<file path="config.mk">
export PLATFORM = sky130hd
export DESIGN_NAME = axi_rr_arbiter_2to1
export DESIGN_NICKNAME = d
export VERILOG_FILES = /design/src/rtl/axi_rr_arbiter_2to1.sv
export SDC_FILE = /design/constraint.sdc
export NUM_CORES = 1
export LEC_CHECK = 0
export BUFFER_PORTS_ARGS = -buffer_cell sky130_fd_sc_hd__buf_2
export CAP_MARGIN = 20
export CORE_AREA = 8 8 228 230
export CTS_CLUSTER_DIAMETER = 50
export CTS_CLUSTER_SIZE = 20
export DETAILED_ROUTE_END_ITERATION = 12
export DIE_AREA = 0 0 236 238
export GPL_TIMING_DRIVEN = 0
export SYNTH_ARGS = -nofsm -noshare
export SYNTH_HDL_FRONTEND = slang
export SYNTH_SLANG_ARGS = --single-unit
</file>
<file path="constraint.sdc">
create_clock -name clk_i -period 2.2 [get_ports clk_i]
set_clock_uncertainty 0.15 [all_clocks]
set_input_delay 0.33 -clock clk_i [delete_from_list [all_inputs] [get_ports clk_i]]
set_output_delay 0.33 -clock clk_i [all_outputs]
set_load 0.1 [all_outputs]
</file>
<file path="src/rtl/axi_rr_arbiter_2to1.sv">
// Two-requester AXI4 round-robin arbiter onto one downstream slave.
// Write (AW/W/B) and read (AR/R) paths are arbitrated independently, one transaction each.
module axi_rr_arbiter_2to1 #(
    parameter int unsigned ADDR_W = 32,
    parameter int unsigned DATA_W = 32,
    parameter int unsigned ID_W   = 4
) (
    input  logic                clk_i,
    input  logic                rst_ni,
    input  logic [ADDR_W-1:0]   s0_aw_addr,
    input  logic [7:0]          s0_aw_len,
    input  logic [2:0]          s0_aw_size,
    input  logic [1:0]          s0_aw_burst,
    input  logic [2:0]          s0_aw_prot,
    input  logic [ID_W-1:0]     s0_aw_id,
    input  logic                s0_aw_valid,
    output logic                s0_aw_ready,
    input  logic [DATA_W-1:0]   s0_w_data,
    input  logic [DATA_W/8-1:0] s0_w_strb,
    input  logic                s0_w_last,
    input  logic                s0_w_valid,
    output logic                s0_w_ready,
    output logic [1:0]          s0_b_resp,
    output logic [ID_W-1:0]     s0_b_id,
    output logic                s0_b_valid,
    input  logic                s0_b_ready,
    input  logic [ADDR_W-1:0]   s0_ar_addr,
    input  logic [7:0]          s0_ar_len,
    input  logic [2:0]          s0_ar_size,
    input  logic [1:0]          s0_ar_burst,
    input  logic [2:0]          s0_ar_prot,
    input  logic [ID_W-1:0]     s0_ar_id,
    input  logic                s0_ar_valid,
    output logic                s0_ar_ready,
    output logic [DATA_W-1:0]   s0_r_data,
    output logic [1:0]          s0_r_resp,
    output logic                s0_r_last,
    output logic [ID_W-1:0]     s0_r_id,
    output logic                s0_r_valid,
    input  logic                s0_r_ready,
    input  logic [ADDR_W-1:0]   s1_aw_addr,
    input  logic [7:0]          s1_aw_len,
    input  logic [2:0]          s1_aw_size,
    input  logic [1:0]          s1_aw_burst,
    input  logic [2:0]          s1_aw_prot,
    input  logic [ID_W-1:0]     s1_aw_id,
    input  logic                s1_aw_valid,
    output logic                s1_aw_ready,
    input  logic [DATA_W-1:0]   s1_w_data,
    input  logic [DATA_W/8-1:0] s1_w_strb,
    input  logic                s1_w_last,
    input  logic                s1_w_valid,
    output logic                s1_w_ready,
    output logic [1:0]          s1_b_resp,
    output logic [ID_W-1:0]     s1_b_id,
    output logic                s1_b_valid,
    input  logic                s1_b_ready,
    input  logic [ADDR_W-1:0]   s1_ar_addr,
    input  logic [7:0]          s1_ar_len,
    input  logic [2:0]          s1_ar_size,
    input  logic [1:0]          s1_ar_burst,
    input  logic [2:0]          s1_ar_prot,
    input  logic [ID_W-1:0]     s1_ar_id,
    input  logic                s1_ar_valid,
    output logic                s1_ar_ready,
    output logic [DATA_W-1:0]   s1_r_data,
    output logic [1:0]          s1_r_resp,
    output logic                s1_r_last,
    output logic [ID_W-1:0]     s1_r_id,
    output logic                s1_r_valid,
    input  logic                s1_r_ready,
    output logic [ADDR_W-1:0]   m_aw_addr,
    output logic [7:0]          m_aw_len,
    output logic [2:0]          m_aw_size,
    output logic [1:0]          m_aw_burst,
    output logic [2:0]          m_aw_prot,
    output logic [ID_W-1:0]     m_aw_id,
    output logic                m_aw_valid,
    input  logic                m_aw_ready,
    output logic [DATA_W-1:0]   m_w_data,
    output logic [DATA_W/8-1:0] m_w_strb,
    output logic                m_w_last,
    output logic                m_w_valid,
    input  logic                m_w_ready,
    input  logic [1:0]          m_b_resp,
    input  logic [ID_W-1:0]     m_b_id,
    input  logic                m_b_valid,
    output logic                m_b_ready,
    output logic [ADDR_W-1:0]   m_ar_addr,
    output logic [7:0]          m_ar_len,
    output logic [2:0]          m_ar_size,
    output logic [1:0]          m_ar_burst,
    output logic [2:0]          m_ar_prot,
    output logic [ID_W-1:0]     m_ar_id,
    output logic                m_ar_valid,
    input  logic                m_ar_ready,
    input  logic [DATA_W-1:0]   m_r_data,
    input  logic [1:0]          m_r_resp,
    input  logic                m_r_last,
    input  logic [ID_W-1:0]     m_r_id,
    input  logic                m_r_valid,
    output logic                m_r_ready,
    output logic [1:0]          grant_w_o,
    output logic [1:0]          grant_r_o
);

    typedef enum logic [1:0] {W_IDLE, W_ADDR, W_DATA, W_RESP} w_state_e;
    typedef enum logic [1:0] {R_IDLE, R_ADDR, R_DATA} r_state_e;

    w_state_e   w_state_q, w_state_d;
    r_state_e   r_state_q, r_state_d;
    logic [1:0] gnt_w_q, gnt_w_d, gnt_r_q, gnt_r_d;
    logic       wr_prio_q, wr_prio_d, rd_prio_q, rd_prio_d;
    logic       aw_sel, w_sel, ar_sel;
    logic       aw_vld, w_vld, w_lst, b_rdy, ar_vld, r_rdy;

    // One-hot winner; prio=1 favours s1 on a tie
    function automatic logic [1:0] pick(input logic v0, input logic v1, input logic prio);
        if (v0 && v1) return prio ? 2'b10 : 2'b01;
        return v1 ? 2'b10 : 2'b01;
    endfunction

    always_ff @(posedge clk_i or negedge rst_ni) begin
        if (!rst_ni) begin
            w_state_q <= W_IDLE;
            r_state_q <= R_IDLE;
            gnt_w_q   <= 2'b00;
            gnt_r_q   <= 2'b00;
            wr_prio_q <= 1'b0;
            rd_prio_q <= 1'b0;
        end else begin
            w_state_q <= w_state_d;
            r_state_q <= r_state_d;
            gnt_w_q   <= gnt_w_d;
            gnt_r_q   <= gnt_r_d;
            wr_prio_q <= wr_prio_d;
            rd_prio_q <= rd_prio_d;
        end
    end

    assign grant_w_o = gnt_w_q;
    assign grant_r_o = gnt_r_q;

    // Payload muxes select s1 only while s1 owns the corresponding phase
    assign aw_sel = (w_state_q == W_ADDR) && gnt_w_q[1];
    assign w_sel  = (w_state_q == W_DATA) && gnt_w_q[1];
    assign ar_sel = (r_state_q == R_ADDR) && gnt_r_q[1];

    assign m_aw_addr  = aw_sel ? s1_aw_addr  : s0_aw_addr;
    assign m_aw_len   = aw_sel ? s1_aw_len   : s0_aw_len;
    assign m_aw_size  = aw_sel ? s1_aw_size  : s0_aw_size;
    assign m_aw_burst = aw_sel ? s1_aw_burst : s0_aw_burst;
    assign m_aw_prot  = aw_sel ? s1_aw_prot  : s0_aw_prot;
    assign m_aw_id    = aw_sel ? s1_aw_id    : s0_aw_id;
    assign m_w_data   = w_sel  ? s1_w_data   : s0_w_data;
    assign m_w_strb   = w_sel  ? s1_w_strb   : s0_w_strb;
    assign m_w_last   = w_sel  ? s1_w_last   : s0_w_last;
    assign m_ar_addr  = ar_sel ? s1_ar_addr  : s0_ar_addr;
    assign m_ar_len   = ar_sel ? s1_ar_len   : s0_ar_len;
    assign m_ar_size  = ar_sel ? s1_ar_size  : s0_ar_size;
    assign m_ar_burst = ar_sel ? s1_ar_burst : s0_ar_burst;
    assign m_ar_prot  = ar_sel ? s1_ar_prot  : s0_ar_prot;
    assign m_ar_id    = ar_sel ? s1_ar_id    : s0_ar_id;

    assign s0_b_resp = m_b_resp;
    assign s1_b_resp = m_b_resp;
    assign s0_b_id   = m_b_id;
    assign s1_b_id   = m_b_id;
    assign s0_r_data = m_r_data;
    assign s1_r_data = m_r_data;
    assign s0_r_resp = m_r_resp;
    assign s1_r_resp = m_r_resp;
    assign s0_r_last = m_r_last;
    assign s1_r_last = m_r_last;
    assign s0_r_id   = m_r_id;
    assign s1_r_id   = m_r_id;

    assign aw_vld = gnt_w_q[1] ? s1_aw_valid : s0_aw_valid;
    assign w_vld  = gnt_w_q[1] ? s1_w_valid  : s0_w_valid;
    assign w_lst  = gnt_w_q[1] ? s1_w_last   : s0_w_last;
    assign b_rdy  = gnt_w_q[1] ? s1_b_ready  : s0_b_ready;
    assign ar_vld = gnt_r_q[1] ? s1_ar_valid : s0_ar_valid;
    assign r_rdy  = gnt_r_q[1] ? s1_r_ready  : s0_r_ready;

    // Write path
    always_comb begin
        w_state_d   = w_state_q;
        gnt_w_d     = gnt_w_q;
        wr_prio_d   = wr_prio_q;
        m_aw_valid  = 1'b0;
        m_w_valid   = 1'b0;
        m_b_ready   = 1'b0;
        s0_aw_ready = 1'b0;
        s1_aw_ready = 1'b0;
        s0_w_ready  = 1'b0;
        s1_w_ready  = 1'b0;
        s0_b_valid  = 1'b0;
        s1_b_valid  = 1'b0;
        unique case (w_state_q)
            W_IDLE: begin
                if (s0_aw_valid || s1_aw_valid) begin
                    gnt_w_d   = pick(s0_aw_valid, s1_aw_valid, wr_prio_q);
                    w_state_d = W_ADDR;
                end
            end
            W_ADDR: begin
                m_aw_valid  = aw_vld;
                s0_aw_ready = gnt_w_q[0] & m_aw_ready;
                s1_aw_ready = gnt_w_q[1] & m_aw_ready;
                if (aw_vld && m_aw_ready) w_state_d = W_DATA;
            end
            W_DATA: begin
                m_w_valid  = w_vld;
                s0_w_ready = gnt_w_q[0] & m_w_ready;
                s1_w_ready = gnt_w_q[1] & m_w_ready;
                if (w_vld && m_w_ready && w_lst) w_state_d = W_RESP;
            end
            W_RESP: begin
                m_b_ready  = b_rdy;
                s0_b_valid = gnt_w_q[0] & m_b_valid;
                s1_b_valid = gnt_w_q[1] & m_b_valid;
                if (m_b_valid && b_rdy) begin
                    w_state_d = W_IDLE;
                    gnt_w_d   = 2'b00;
                    wr_prio_d = ~gnt_w_q[1];
                end
            end
        endcase
    end

    // Read path
    always_comb begin
        r_state_d   = r_state_q;
        gnt_r_d     = gnt_r_q;
        rd_prio_d   = rd_prio_q;
        m_ar_valid  = 1'b0;
        m_r_ready   = 1'b0;
        s0_ar_ready = 1'b0;
        s1_ar_ready = 1'b0;
        s0_r_valid  = 1'b0;
        s1_r_valid  = 1'b0;
        unique case (r_state_q)
            R_IDLE: begin
                if (s0_ar_valid || s1_ar_valid) begin
                    gnt_r_d   = pick(s0_ar_valid, s1_ar_valid, rd_prio_q);
                    r_state_d = R_ADDR;
                end
            end
            R_ADDR: begin
                m_ar_valid  = ar_vld;
                s0_ar_ready = gnt_r_q[0] & m_ar_ready;
                s1_ar_ready = gnt_r_q[1] & m_ar_ready;
                if (ar_vld && m_ar_ready) r_state_d = R_DATA;
            end
            R_DATA: begin
                m_r_ready  = r_rdy;
                s0_r_valid = gnt_r_q[0] & m_r_valid;
                s1_r_valid = gnt_r_q[1] & m_r_valid;
                if (m_r_valid && r_rdy && m_r_last) begin
                    r_state_d = R_IDLE;
                    gnt_r_d   = 2'b00;
                    rd_prio_d = ~gnt_r_q[1];
                end
            end
            default: begin
                r_state_d = R_IDLE;
                gnt_r_d   = 2'b00;
            end
        endcase
    end

endmodule
</file>
* Word level (Yosys, flattened, before mapping)
Cells that the tools add are included.
** Cells by class
- Add/sub/neg operators :: 0
- $mul :: 0
- Divide/modulo/power cells :: 0
- Magnitude comparators :: 0
- Equality and inequality tests :: 12
- Shifts and indexed selects :: 0
- Muxes and demuxes :: 63
- Bitwise operators :: 13
- Reduce and logical (&&, ||, !) cells :: 23
** Operator list (number)
- two-way mux 32 bit :: 3
- two-way mux 2 bit :: 19
- two-way mux 1 bit :: 28
- two-way mux 8 bit :: 2
- logical AND 1 bit :: 12
- two-way mux 3 bit :: 4
- two-way mux 4 bit :: 3
- one-hot mux 2 bit (3 select lines) :: 2
- bitwise AND 1 bit :: 10
- AND reduction 3 bit :: 3
- inequality test 2 bit (second input constant) :: 4
- one-hot mux 2 bit (4 select lines) :: 1
- == test 2 bit (second input constant) :: 3
- inequality test 2 x 1 -> 1 bit (second input constant) :: 3
- == test 2 x 1 -> 1 bit (second input constant) :: 2
- logical NOT 2 bit :: 2
- one-hot mux 2 bit (2 select lines) :: 1
- AND reduction 2 bit :: 2
- AND reduction 4 bit :: 1
- inverter 1 bit :: 3
- logical OR 1 bit :: 2
- nonzero test 2 bit :: 1
** Storage, ports and cells
- Register bits after elaboration :: 10
- Bits in latches :: 0
- RAM bits :: 0
- Bits in read-only memories :: 0
- Input port bits :: 344
- Word-level logic and storage cells :: 117
- Memories kept :: 0

* Logic depth before layout (Yosys ltp)
Gate-level depths: netlist of the first run.
- Depth after elaboration :: 7
- Depth in mapped cells :: 6

* Worst setup path before layout of the first run
OpenSTA, ideal clock, no wires.
- Path type :: register to output
- Start point :: register gnt_w_q[1] (netlist: grant_w_o[1])
- End point :: output port s1_aw_ready
- Arrival time :: 2.844 ns
- Data required time :: 1.720 ns
- Slack :: -1.124 ns
- Cell stages (with the launch flop) :: 5
- Buffers on the path :: 2
- Cell sequence :: dfrtp_1 -> buf_4 -> nand2_1 -> buf_2 -> nor2_1
** On the way
- Word-level cells in the longest chain between the ends :: 2
** Ends and longest elaborated chain
- start, declared :: line 112 : logic [1:0] gnt_w_q, gnt_w_d, gnt_r_q, gnt_r_d;
- start signal, assigned :: line 134 : gnt_w_q <= gnt_w_d;
- bitwise AND 1 bit :: line 209 : s1_aw_ready = gnt_w_q[1] & m_aw_ready;
- two-way mux 1 bit :: line 199 : unique case (w_state_q)
- end, declared :: line 48 : output logic s1_aw_ready,
Every way passes these cells.

* Final worst setup path of the first run
- Start point :: register w_state_q[0]
- End point :: output port m_aw_len[6]
** On the way
- Word-level cells in the longest chain between the ends :: 3
** Ends and longest elaborated chain
- start, declared :: line 110 : w_state_e w_state_q, w_state_d;
- start signal, assigned :: line 132 : w_state_q <= w_state_d;
- == test 2 x 1 -> 1 bit :: line 145 : assign aw_sel = (w_state_q == W_ADDR) && gnt_w_q[1];
- logical AND 1 bit :: line 145
- two-way mux 8 bit :: line 150 : assign m_aw_len = aw_sel ? s1_aw_len : s0_aw_len;
- end, declared :: line 73 : output logic [7:0] m_aw_len,
Every way passes these cells.

==> impl_metrics.env, run 1 <==
export IMPL_first_global_vias=5489
export IMPL_synth_seq_area_share_pct=8.032
export IMPL_critical_path_cell_chain="buf_6 > ha_4 > buf_12 > nand2_8 > buf_12 > mux2_4 > buf_12"
export IMPL_tns_ns=-8.253
export IMPL_tightest_slew_ns=0.4877
export IMPL_core_area_um2=48340
export IMPL_yosys_top_cells_area="mux2_2 28%, mux2_1 23%, buf_4 23%"
export IMPL_final_nets=1267
export IMPL_synth_top_area_share_pct=28.19
export IMPL_die_area_um2=56170
export IMPL_vias=4877
export IMPL_synth_async_reset_ratio_pct=100.0
export IMPL_grt_usage_pct=8.207
export IMPL_critPathBufInv=4
export IMPL_clockBufferDepth=2
export IMPL_drv_cap=0
export IMPL_violations="negative setup slack"
export IMPL_power_leakage_uw=0.005499
export IMPL_peakVddDrop_mv=0.6701
export IMPL_fmax_ghz=0.4327
export IMPL_yosys_area_top_type="mux2_2"
export IMPL_cp_top_family="buffers and inverters"
export IMPL_outcome="finished, violations left"
export IMPL_htreeDepth=1
export IMPL_synth_top_family_by_area="multiplexers"
export IMPL_die_x_um=236
export IMPL_crit_path_top_delay_cell="dfrtp_1"
export IMPL_syn_num_nets=677
export IMPL_critPathLaunchType="flop"
export IMPL_synth_seq_cells=10
export IMPL_ys_flop_type="dfrtp_1"
export IMPL_synth_compound_area_share_pct=4.137
export IMPL_avgViaCountPerCell=3.167
export IMPL_worstHoldPathType="in -> reg"
export IMPL_synthAdderAreaFrac_pct=2.008
export IMPL_ant_nets=0
export IMPL_dp_cells=1499
export IMPL_critPathKind="reg -> out"
export IMPL_drt_iter0_markers=115
export IMPL_dp_hpwl_um=21220
export IMPL_path_clk_slew_ns=0.04
export IMPL_root_buffer="clkbuf_16"
export IMPL_min_period_ns=2.311
export IMPL_cts_sink_count=10
export IMPL_cts_tree="yes"
export IMPL_syn_cell_area_um2=3115
export IMPL_timing_critical_path_mode_cell="buf_12"
export IMPL_cp_max_fo=5
export IMPL_syn_inst=328
export IMPL_crit_path_end_kind="output pin"
export IMPL_syn_avg_cell_area_um2=9.498
export IMPL_area_growth_syn_to_layout_pct=227.5
export IMPL_synth_distinct_cells=35
export IMPL_setup_violations=123
export IMPL_grt_pass1_wl_um=35760
export IMPL_period_share_pct=105.1
export IMPL_rows=81
export IMPL_wl_per_cell_um=17.21
export IMPL_synth_edf_count=0
export IMPL_setup_ws_ns=-0.1112
export IMPL_drive_gt1_share_pct=94.54
export IMPL_io_pin_count=594
export IMPL_ys_warn_count=0
export IMPL_drcViolationCount=0
export IMPL_die_y_um=238
export IMPL_critPathMaxStageDelay_ns=0.40
export IMPL_wirelength_um=26510
export IMPL_relSlewSlack_pct=66.56
export IMPL_synthXorXnorAreaFrac_pct=0
export IMPL_synthMuxAreaShare_pct=53.13
export IMPL_rsz0062_at_grt="yes"
export IMPL_grt_start_max_net_pins=11
export IMPL_synth_simple_gate_area_share_pct=7.470
export IMPL_gp_congestion=0.9156
export IMPL_dpl_worst_slack_ns=-0.5834
export IMPL_fill_cells=5124
export IMPL_power_density_nw_per_um2=1149
export IMPL_cts_buffers=3
export IMPL_synth_most_common_cell="buf_4"
export IMPL_yosys_top_cells_count="96 x buf_4, 78 x mux2_2, 65 x mux2_1"
export IMPL_cp_required_ns=1.72
export IMPL_antenna_found_initial=3
export IMPL_hold_viol=0
export IMPL_first_pass_iters=4
export IMPL_instances_no_fill=1540
export IMPL_grt_overflow_total=0
export IMPL_maxSlewViolCount=0
export IMPL_clk_latency_ns=0.24
export IMPL_start_util_pct=6.445
export IMPL_portBuffers=549
export IMPL_worst_ep_arrival_time_ns=1.83
-- cell usage in the layout (no fill, tap or decap), drive strengths merged, types with 2 or more instances in the layout --
cell and instances:
and2 2, mux2 144, dfrtp 10, mux2i 3, and3 10, a31oi 2, o22ai 2, nand2b 3
nor2b 5, diode 2, a32o 2, buf 676, ha 5, clkbuf 14, nor2 5, inv 4
o21ai 3, a21oi 3, nand3 4, nand2 8
-- registers in the layout, summed over array words and instances, names as in the netlist --
register / count
r_state_q: 2
grant_w_o: 2
w_state_q: 2
wr_prio_q: 1
grant_r_o: 2
rd_prio_q: 1
-- per-layer routing --
layer	track usage, %	wire (um)	part of all wire [%]
met5	0	0	0
met4	0.3956	120	0.45
met3	2.411	1989	7.5
met2	14.66	13700	52
met1	10.13	10690	40
-- path summary, 6_finish.rpt --
path | start | to | slack (ns) | depth (start not counted)
max in group asynchronous | rst_ni | grant_w_o[1] | 1.22 | 2
min in group asynchronous | rst_ni | grant_r_o[0] | 0.40 | 2
max reg2reg | grant_w_o[1] | w_state_q[1] | 0.13 | 5
min reg2reg | wr_prio_q | wr_prio_q | 0.41 | 2
max | w_state_q[0] | m_aw_len[6] | -0.11 | 7
min | m_ar_ready | r_state_q[0] | 0.17 | 2
-- area by class of cell --
type,instances,area [um^2],share of cell area (%)
timing repair buffer,583,5325,52.19
antenna,2,5.005,0.04905
buffer,105,949.7,9.307
clock buffer,3,75.07,0.7357
inverter,4,15.01,0.1471
multi-input combinational,211,2799,27.43
sequential,10,256.5,2.514
tap,622,778.2,7.627
-- power breakdown --
group / switching, uW / leakage (uW) / internal, uW
clock: 95.7 / 0.0000370 / 237
combinational: 6830 / 0.00535 / 4140
sequential: 151 / 0.000116 / 273
-- cells by family (layout without fill, tap and decap cells) --
| group | Yosys count | after routing |
|---|---|---|
| mux | 147 | 147 |
| buf+inv | 110 | 695 |
| simple gates | 39 | 42 |
| compound gates | 17 | 17 |
| flops | 10 | 10 |
| fa+ha+maj | 5 | 5 |
| other cells | 0 | 2 |
-- worst reg2reg max path, delay by kind of cell, from the launching register on --
| kind | cells | cell delay [ns] |
|---|---|---|
| simple gates | 3 | 0.62 |
| flops | 1 | 0.61 |
| mux | 1 | 0.31 |
| buf+inv | 1 | 0.26 |
-- metrics by stage --
stage / instance area [um^2] / power [uW] / hold WS (ns) / utilization [%]
floorplan: 3642 / 7089 / -0.1156 / -
global placement: 7168 / 8339 / 0.1150 / 14.83
detailed placement: 7168 / 8386 / 0.1246 / 14.83
CTS: 9509 / 10970 / 0.1561 / 19.67
global route: 10200 / 12060 / 0.1837 / 21.10
finish: 10200 / 11720 / 0.1705 / 21.11
-- what timing repair did --
| action | CTS | global route |
|---|---|---|
| setup buffers | 17 | 6 |
| pin swaps | 4 | 3 |
| setup endpoints to repair | 146 | 153 |
| gates resized for setup | 538 | 122 |
| hold buffers | 1 | 0 |
| cloned | 6 | 7 |
| endpoints found under the hold margin | 10 | 0 |
(Power assumes the default switching activity.)
==> inputs of run 2 (changes only) <==
--- a/config.mk
+++ b/config.mk
@@ -12,7 +12,6 @@
 export CTS_CLUSTER_SIZE = 20
 export DETAILED_ROUTE_END_ITERATION = 12
 export DIE_AREA = 0 0 236 238
-export GPL_TIMING_DRIVEN = 0
 export SYNTH_ARGS = -nofsm -noshare
 export SYNTH_HDL_FRONTEND = slang
 export SYNTH_SLANG_ARGS = --single-unit
==> constraint.sdc (replaced) <==
create_clock -name clk_i -period 2.6 [get_ports clk_i]
set_clock_uncertainty 0.15 [all_clocks]
set_input_delay 0.26 -clock clk_i [delete_from_list [all_inputs] [get_ports clk_i]]
set_output_delay 0.26 -clock clk_i [all_outputs]
set_load 0.1 [all_outputs]
==> run 2 against run 1 <==
Clock power decreased by 16%. Critical path type unchanged. Combinational power decreased by 40%. Highest routed layer is now met5. Flip-flop and latch count did not move. Largest cell class unchanged. Via count decreased by 20%. The run now ends clean. Total power fell by 38%.
==> impl_metrics.env, run 2 (synthesis gave the netlist of run 1 again) <==
export IMPL_cts_tree="yes"
export IMPL_tightest_slew_ns=0.5112
export IMPL_min_period_ns=2.475
export IMPL_hold_ws_ns=0.1256
export IMPL_die_x_um=236
export IMPL_most_common_layout_cells="369 x buf_2, 128 x mux2_2, 95 x buf_12, 15 x mux2_1"
export IMPL_grt_usage_pct=6.222
export IMPL_avgViaCountPerCell=2.968
export IMPL_worst_ep_arrival_time_ns=2.07
export IMPL_r2r_end="w_state_q[1]"
export IMPL_final_nets=1044
export IMPL_crit_path_end_kind="output pin"
export IMPL_vias=3924
export IMPL_power_leakage_uw=0.003383
export IMPL_gp_congestion=0.8074
export IMPL_core_area_um2=48340
export IMPL_clk_latency_ns=0.24
export IMPL_rows=81
export IMPL_grt_start_max_net_pins=54
export IMPL_min_from="m_ar_ready"
export IMPL_portBuffers=461
export IMPL_layout_commonest_cell="buf_2"
export IMPL_area_growth_syn_to_layout_pct=125.1
export IMPL_ant_nets=0
export IMPL_maxSlewViolCount=0
export IMPL_critical_path_cell_chain="inv_1 > ha_1 > nand2_2 > buf_12 > mux2_2 > buf_2"
export IMPL_power_density_nw_per_um2=1031
export IMPL_grt_pass1_wl_um=27100
export IMPL_critPathMaxStageDelay_ns=0.42
export IMPL_wl_per_cell_um=14.63
export IMPL_reg2reg_slack_ns=0.48
export IMPL_r2r_start="w_state_q[0]"
export IMPL_die_y_um=238
export IMPL_root_buffer="clkbuf_16"
export IMPL_cp_required_ns=2.19
export IMPL_setup_violations=0
export IMPL_cts_sink_count=10
export IMPL_crit_cells=6
export IMPL_first_global_vias=4171
export IMPL_fill_cells=5428
export IMPL_tns_ns=0
export IMPL_drcViolationCount=0
export IMPL_drive_gt1_share_pct=87.90
export IMPL_critPathLaunchType="flop"
export IMPL_period_share_pct=95.21
export IMPL_cp_top_family="buffers and inverters"
export IMPL_wirelength_um=19340
export IMPL_cp_startpoint="w_state_q[1]"
export IMPL_htreeDepth=1
export IMPL_cts_hold_buf=1
export IMPL_drt_iter0_markers=107
export IMPL_fmax_ghz=0.4040
export IMPL_endpoint="m_aw_id[0]"
export IMPL_grt_overflow_total=0
export IMPL_rsz0062_at_grt="no"
export IMPL_clockBufferDepth=2
export IMPL_post_cts_buffers=0
export IMPL_critPathKind="reg -> out"
export IMPL_antenna_found_initial=7
export IMPL_die_area_um2=56170
export IMPL_critPathBufInv=3
export IMPL_ctsResizeCount=0
export IMPL_drv_cap=0
export IMPL_cp_max_fo=53
export IMPL_outcome="finished clean"
export IMPL_peakVddDrop_mv=0.4966
export IMPL_start_util_pct=6.445
export IMPL_relSlewSlack_pct=66.15
export IMPL_worstHoldPathType="in -> reg"
export IMPL_dp_hpwl_um=17790
export IMPL_io_pin_count=594
export IMPL_hold_viol=0
export IMPL_cts_buffers=3
export IMPL_r2r_cells=6
export IMPL_crit_path_top_delay_cell="mux2_2"
export IMPL_first_pass_iters=4
export IMPL_path_clk_slew_ns=0.04
## run 2: worst min path at each step
stage                   end  slack [ns]  cells after the start
6_report       r_state_q[0]        0.13                      2
5_1_grt        r_state_q[0]        0.13                      2
4_1_cts        r_state_q[0]        0.12                      2
3_5_place_dp   r_state_q[0]        0.03                      1
3_3_place_gp   r_state_q[1]        0.03                      1
2_1_floorplan  grant_r_o[0]       -0.19                      0
## run 2: where the power goes
part           switching, uW  internal (uW)
Clock                   73.7            206
Combinational           4570           2050
Sequential               111            226
## run 2: per-stage QoR
step,cells,util [%],cell area [um^2],power [uW],setup WS (ns)
detailed placement,1311,14.29,6908,6989,0.3877
floorplan,328,-,3127,5591,0.05599
global route,1319,14.49,7004,7476,0.03555
CTS,1316,14.47,6997,7298,0.1280
global placement,1311,14.29,6908,6982,0.4001
finish,1322,14.50,7012,7231,0.1246
## run 2: area by class of cell
cell class / count / area, um^2 / share of cell area, %
inverters: 4 / 15.01 / 0.2141
diodes: 6 / 15.01 / 0.2141
clock buffers: 4 / 78.83 / 1.124
flip-flops and latches: 10 / 251.5 / 3.587
well taps: 622 / 778.2 / 11.10
repair buffers: 468 / 3781 / 53.93
multi-input cells: 208 / 2092 / 29.84
## run 2: routing by layer
| layer | wire, um | vias to the layer above | GRT usage, % |
|---|---|---|---|
| met5 | 9 | - | 0 |
| met2 | 9034 | 293 | 9.618 |
| met4 | 313 | 2 | 1.375 |
| met1 | 7587 | 1775 | 7.417 |
| met3 | 2396 | 27 | 3.565 |
| li1 | - | 1827 | - |
